`config.mk`:
```
export PLATFORM = sky130hd
export DESIGN_NAME = hex_display_mmio
export DESIGN_NICKNAME = d
export VERILOG_FILES = /design/src/rtl/hex_display_mmio.sv
export SDC_FILE = /design/constraint.sdc
export NUM_CORES = 1
export LEC_CHECK = 0
export CORE_ASPECT_RATIO = 2
export CORE_UTILIZATION = 35
export CTS_CLUSTER_SIZE = 25
export DETAILED_ROUTE_END_ITERATION = 8
export MAX_ROUTING_LAYER = met4
export SLEW_MARGIN = 40
export SYNTH_ARGS = -nofsm -noshare
export SYNTH_HDL_FRONTEND = slang
export SYNTH_SLANG_ARGS = --single-unit
```
`constraint.sdc`:
```
create_clock -name clk -period 4.37 [get_ports clk]
set_input_delay 0.874 -clock clk [delete_from_list [all_inputs] [get_ports clk]]
set_output_delay 0.874 -clock clk [all_outputs]
set_load 0.02 [all_outputs]
```
`src/rtl/hex_display_mmio.sv`:
```
// hex_display_mmio: memory-mapped 4-digit decimal display.
// A store to ADDR latches a value, converts it to BCD one bit per clock
// (shift-add-3) and drives four active-low 7-segment digits.
module hex_display_mmio #(
  parameter logic [15:0] ADDR   = 16'hFFFE,
  parameter int          DATA_W = 16
) (
  input  logic              clk,
  input  logic              rst,
  input  logic              en,
  input  logic [15:0]       waddr,
  input  logic [DATA_W-1:0] wdata,
  input  logic              blank,
  output logic [6:0]        hex3,
  output logic [6:0]        hex2,
  output logic [6:0]        hex1,
  output logic [6:0]        hex0,
  output logic [DATA_W-1:0] value,
  output logic              busy,
  output logic              ovf
);

  // Five BCD digits cover any value up to 16 bits (max 65535).
  localparam int BCD_W = 20;
  localparam int SR_W  = BCD_W + DATA_W;
  localparam int CNT_W = (DATA_W > 1) ? $clog2(DATA_W) : 1;
  localparam logic [CNT_W-1:0] CNT_LAST = CNT_W'(DATA_W - 1);

  typedef enum logic [1:0] {
    IDLE    = 2'd0,
    CONVERT = 2'd1,
    LOAD    = 2'd2
  } state_t;

  state_t            state, next_state;
  logic [CNT_W-1:0]  cnt;
  logic [SR_W-1:0]   sr;
  logic [SR_W-1:0]   sr_adj;
  logic [SR_W-1:0]   sr_next;
  logic [3:0]        dig3, dig2, dig1, dig0;
  logic              accept;

  // Nibble correction applied before each shift so the digit stays decimal.
  function automatic logic [3:0] add3(input logic [3:0] nib);
    return (nib >= 4'd5) ? nib + 4'd3 : nib;
  endfunction

  // Active-low segment code, bit0 = a .. bit6 = g.
  function automatic logic [6:0] seg(input logic [3:0] d);
    case (d)
      4'd0:    return 7'h40;
      4'd1:    return 7'h79;
      4'd2:    return 7'h24;
      4'd3:    return 7'h30;
      4'd4:    return 7'h19;
      4'd5:    return 7'h12;
      4'd6:    return 7'h02;
      4'd7:    return 7'h78;
      4'd8:    return 7'h00;
      4'd9:    return 7'h10;
      default: return 7'h7F;
    endcase
  endfunction

  assign accept = en && (waddr == ADDR);
  assign busy   = (state != IDLE);

  // One shift-add-3 step: correct every BCD nibble, then shift the whole register.
  always_comb begin
    sr_adj = sr;
    for (int i = 0; i < BCD_W / 4; i++) begin
      sr_adj[DATA_W + 4*i +: 4] = add3(sr[DATA_W + 4*i +: 4]);
    end
    sr_next = {sr_adj[SR_W-2:0], 1'b0};
  end

  // Next-state logic; a matching store restarts conversion from any state.
  always_comb begin
    next_state = state;
    case (state)
      IDLE:    next_state = IDLE;
      CONVERT: if (cnt == CNT_LAST) next_state = LOAD;
      LOAD:    next_state = IDLE;
      default: next_state = IDLE;
    endcase
    if (accept) next_state = CONVERT;
  end

  // State register, conversion datapath and displayed digit registers.
  always_ff @(posedge clk) begin
    if (rst) begin
      state <= IDLE;
      cnt   <= '0;
      value <= '0;
      dig3  <= '0;
      dig2  <= '0;
      dig1  <= '0;
      dig0  <= '0;
      ovf   <= 1'b0;
    end else begin
      state <= next_state;
      if (accept) begin
        value <= wdata;
        sr    <= {{BCD_W{1'b0}}, wdata};
        cnt   <= '0;
      end else if (state == CONVERT) begin
        sr  <= sr_next;
        cnt <= cnt + 1'b1;
      end else if (state == LOAD) begin
        dig3 <= sr[DATA_W+12 +: 4];
        dig2 <= sr[DATA_W+8  +: 4];
        dig1 <= sr[DATA_W+4  +: 4];
        dig0 <= sr[DATA_W    +: 4];
        ovf  <= (sr[SR_W-1 -: 4] != 4'd0);
      end
    end
  end

  assign hex3 = blank ? 7'h7F : seg(dig3);
  assign hex2 = blank ? 7'h7F : seg(dig2);
  assign hex1 = blank ? 7'h7F : seg(dig1);
  assign hex0 = blank ? 7'h7F : seg(dig0);

endmodule

```
==> results_dict.tcl <==
set metrics [dict create \
    status "complete, no violations" \
    design.die.area_um2 15500 \
    htreeDepth 3 \
    syn_avg_cell_area_um2 8.990 \
    die_y_um 175.1 \
    area_delta_synth_final_pct 25.40 \
    cts_buffers 9 \
    final_area_um2 6573 \
    ys_types 55 \
    crit_start "waddr[13]" \
    n_antenna_cell 0 \
    grt_pass1_wl_mm 19.40 \
    ff_latch_area_um2 2422 \
    ys_ff_latch 103 \
    routabilityCongestion 0.8181 \
    synth.area.top_cells "dfxtp_1, edfxtp_1, ha_1" \
    p_sw_mw 0.4114 \
    crit_required_ps 4600 \
    worst_pin_slew_ps 576.6 \
    wl_met3_um 608 \
    clock_sinks 103 \
    antenna_found_initial 0 \
    start_util 0.3613 \
    slowest_delay_ps 520 \
    p_per_area_nw_per_um2 289.5 \
    drc 0 \
    crit_path_max_fanout 14 \
    slew_violations 0 \
    slew_headroom 0.6148 \
    wl_met2_mm 5.945 \
    dp_cells 839 \
    yosysWarnings 0 \
    wl_met1_mm 4.597 \
    dr.pass1.iters 4 \
    cp-start-kind "primary input" \
    rsz0062_at_grt "false" \
    portBuffers 81 \
    hold_path.class "flip-flop to flip-flop" \
    fp.dieW_um 88.53 \
    synth-simple-area-share 0.2347 \
    std_cell_rows 62 \
    dr.first_iter.drc_count 246 \
    p_comb_frac 0.053 \
    r2r_start "state[0]" \
    finalSetupTns_ps 0 \
    seq_power_share 0.517 \
    min_from "value[4]" \
    nNetsFinal 726 \
    worst-r2r-setup-slack_ps 1790 \
    ant_nets 0 \
    pwr-share-clk 0.430 \
    crit_cells 11 \
    cts_max_path_buffers 2 \
    path_class "primary input to flip-flop" \
    total_power_mw 1.903 \
    final_util 0.4531 \
    layout_worst_path_cycle_share 0.7934 \
    crit_slowest_cell "nor4b_4" \
    layout_setup_ws_ps 902.7 \
    finalCriticalPeriod_ps 3467 \
    yosys.area.top_type "dfxtp_1" \
    vias_per_cell 4.894 \
    synth-adder-area-share 0.07639 \
    top_layer_used "met4" \
    dpl_cell_area_um2 6271 \
    finalHoldWorstSlack_ps 456.3 \
    grtUsageTotal 0.1615 \
    synthXorXnorAreaFrac 0.01337 \
    cts_root_buf "clkbuf_16" \
    peakVddDrop_uv 212.7 \
    avgRoutedWirePerCell_um 13.33 \
    grt_start_max_net_pins 46 \
    setup_viol 0 \
    p_sw_frac 0.2162 \
    totalWireLength_mm 11.39 \
    leakage_nw 2.634 \
    cts_tree "yes" \
    p_int_mw 1.492 \
    netlist_area_um2 5241 \
    finalHoldViolations 0 \
    cts.clk_slew.worst_paths_ps 70 \
    crit_buf_inv 3 \
    reg2reg_depth 9 \
    synth-main-ff-cell "dfxtp_1" \
    drive_gt1_frac 0.1237 \
    grt-ovfl-total 0 \
    cap_violations 0 \
    place_ws_ps 562.6 \
    post-cts-setup-buffers 0 \
    fill_cells 1458 \
    ys_seq_area_frac 0.4622 \
    ios 82 \
    synthCells 583 \
    vias 4184 \
    cts_hold_buf 0 \
    synth_top_family_by_area "simple AND/OR/NAND/NOR gates" \
    crit_family "simple AND/OR/NAND/NOR gates" \
    core_um2 14510 \
    fin_skew_ps 7.954 \
    dp_hpwl_mm 8.598 \
    async_flop_share 0 \
    multi_input_area_um2 2587 \
    fin_cells 855 \
    crit_chain "clkdlybuf4s50_1 > nand4_2 > nor4b_4 > a21oi_4 > buf_4 > mux2i_1 > or2_2 > inv_1 > ha_1 > a21bo_2 > a32o_1" \
    synth_compound_area_frac 0.1239 \
    synth_mux_area_frac 0.04130 \
    syn_nets 651 \
    synth_edf_count 36 \
    grt_pass1_vias 4210 \
    synth_top_area_frac 0.2559 \
    max_freq_ghz 0.2884 \
    end_kind "flip-flop" \
    post_cts_resized 0 \
    worstSkewPairLatency_ps 340 \
    cp.arrival_ps 3690 \
]
## final cells by class
type,instances,area share
multi-input cells,417,0.3937
flip-flops and latches,103,0.3686
repair buffers,89,0.1333
well taps,192,0.03655
clock buffers,9,0.03427
inverters,38,0.02170
clock inverters,7,0.01199
## worst reg2reg max path, cell delays in order (launching register included)
cell      delay, ps
dfxtp_1         340
nand2b_1        220
a21oi_4         490
buf_4           320
mux2i_1         100
or2_2           340
inv_1            90
ha_1            150
a21bo_2         220
a32o_1          200
## cell usage in the layout (no fill, tap or decap), types with 9 or more instances in the layout
cell type / n
mux2i_1: 16
clkdlybuf4s50_1: 79
nand2_1: 85
o21ai_0: 11
a21oi_1: 51
nand2b_1: 10
nand3_1: 11
dfxtp_1: 67
a31oi_1: 10
clkbuf_16: 9
ha_1: 32
inv_1: 36
or2_2: 38
nor2_1: 51
edfxtp_1: 36
nor3_1: 14
nor2b_1: 9
## power by group through the flow
stage | clock (mW) | combinational (mW) | sequential (mW)
final | 0.819 | 0.101 | 0.983
after floorplan | 0 | 0.0398 | 1.01
after global placement | 0 | 0.101 | 1.01
after global routing | 0.874 | 0.108 | 0.983
after CTS | 0.839 | 0.102 | 0.983
after detailed placement | 0 | 0.102 | 1.01
## logic make-up after synthesis
kind of cell	count (synthesis)
flops	103
fa+ha+maj	32
xor+xnor	8
compound gates	109
mux	20
buf+inv	63
simple gates	248
## how the worst min path moves through the flow
stage	cells after the start	endpoint	slack, ps
floorplan	2	state[1]	460
global placement	2	value[5]	450
detailed placement	2	value[14]	450
CTS	2	value[4]	460
global route	2	value[11]	480
finish	2	value[4]	460
## layer usage
layer,GRT usage,vias up
li1,-,2129
met1,0.1772,1918
met2,0.2804,125
met3,0.03354,12
met4,0.05914,0
met5,-,-
## synth_stat cells (8+ instances only)
| library cell | count |
|---|---|
| dfxtp_1 | 67 |
| clkbuf_1 | 19 |
| a21oi_1 | 52 |
| or2_2 | 38 |
| o21ai_0 | 11 |
| a31oi_1 | 10 |
| nand2_1 | 85 |
| nand3_1 | 11 |
| o21ai_1 | 8 |
| ha_1 | 32 |
| mux2i_1 | 16 |
| nor2_1 | 52 |
| inv_1 | 36 |
| edfxtp_1 | 36 |
| nor2b_1 | 9 |
| nand2b_1 | 10 |
| nor3_1 | 14 |
No activity file was read; power rests on OpenSTA's default activity.
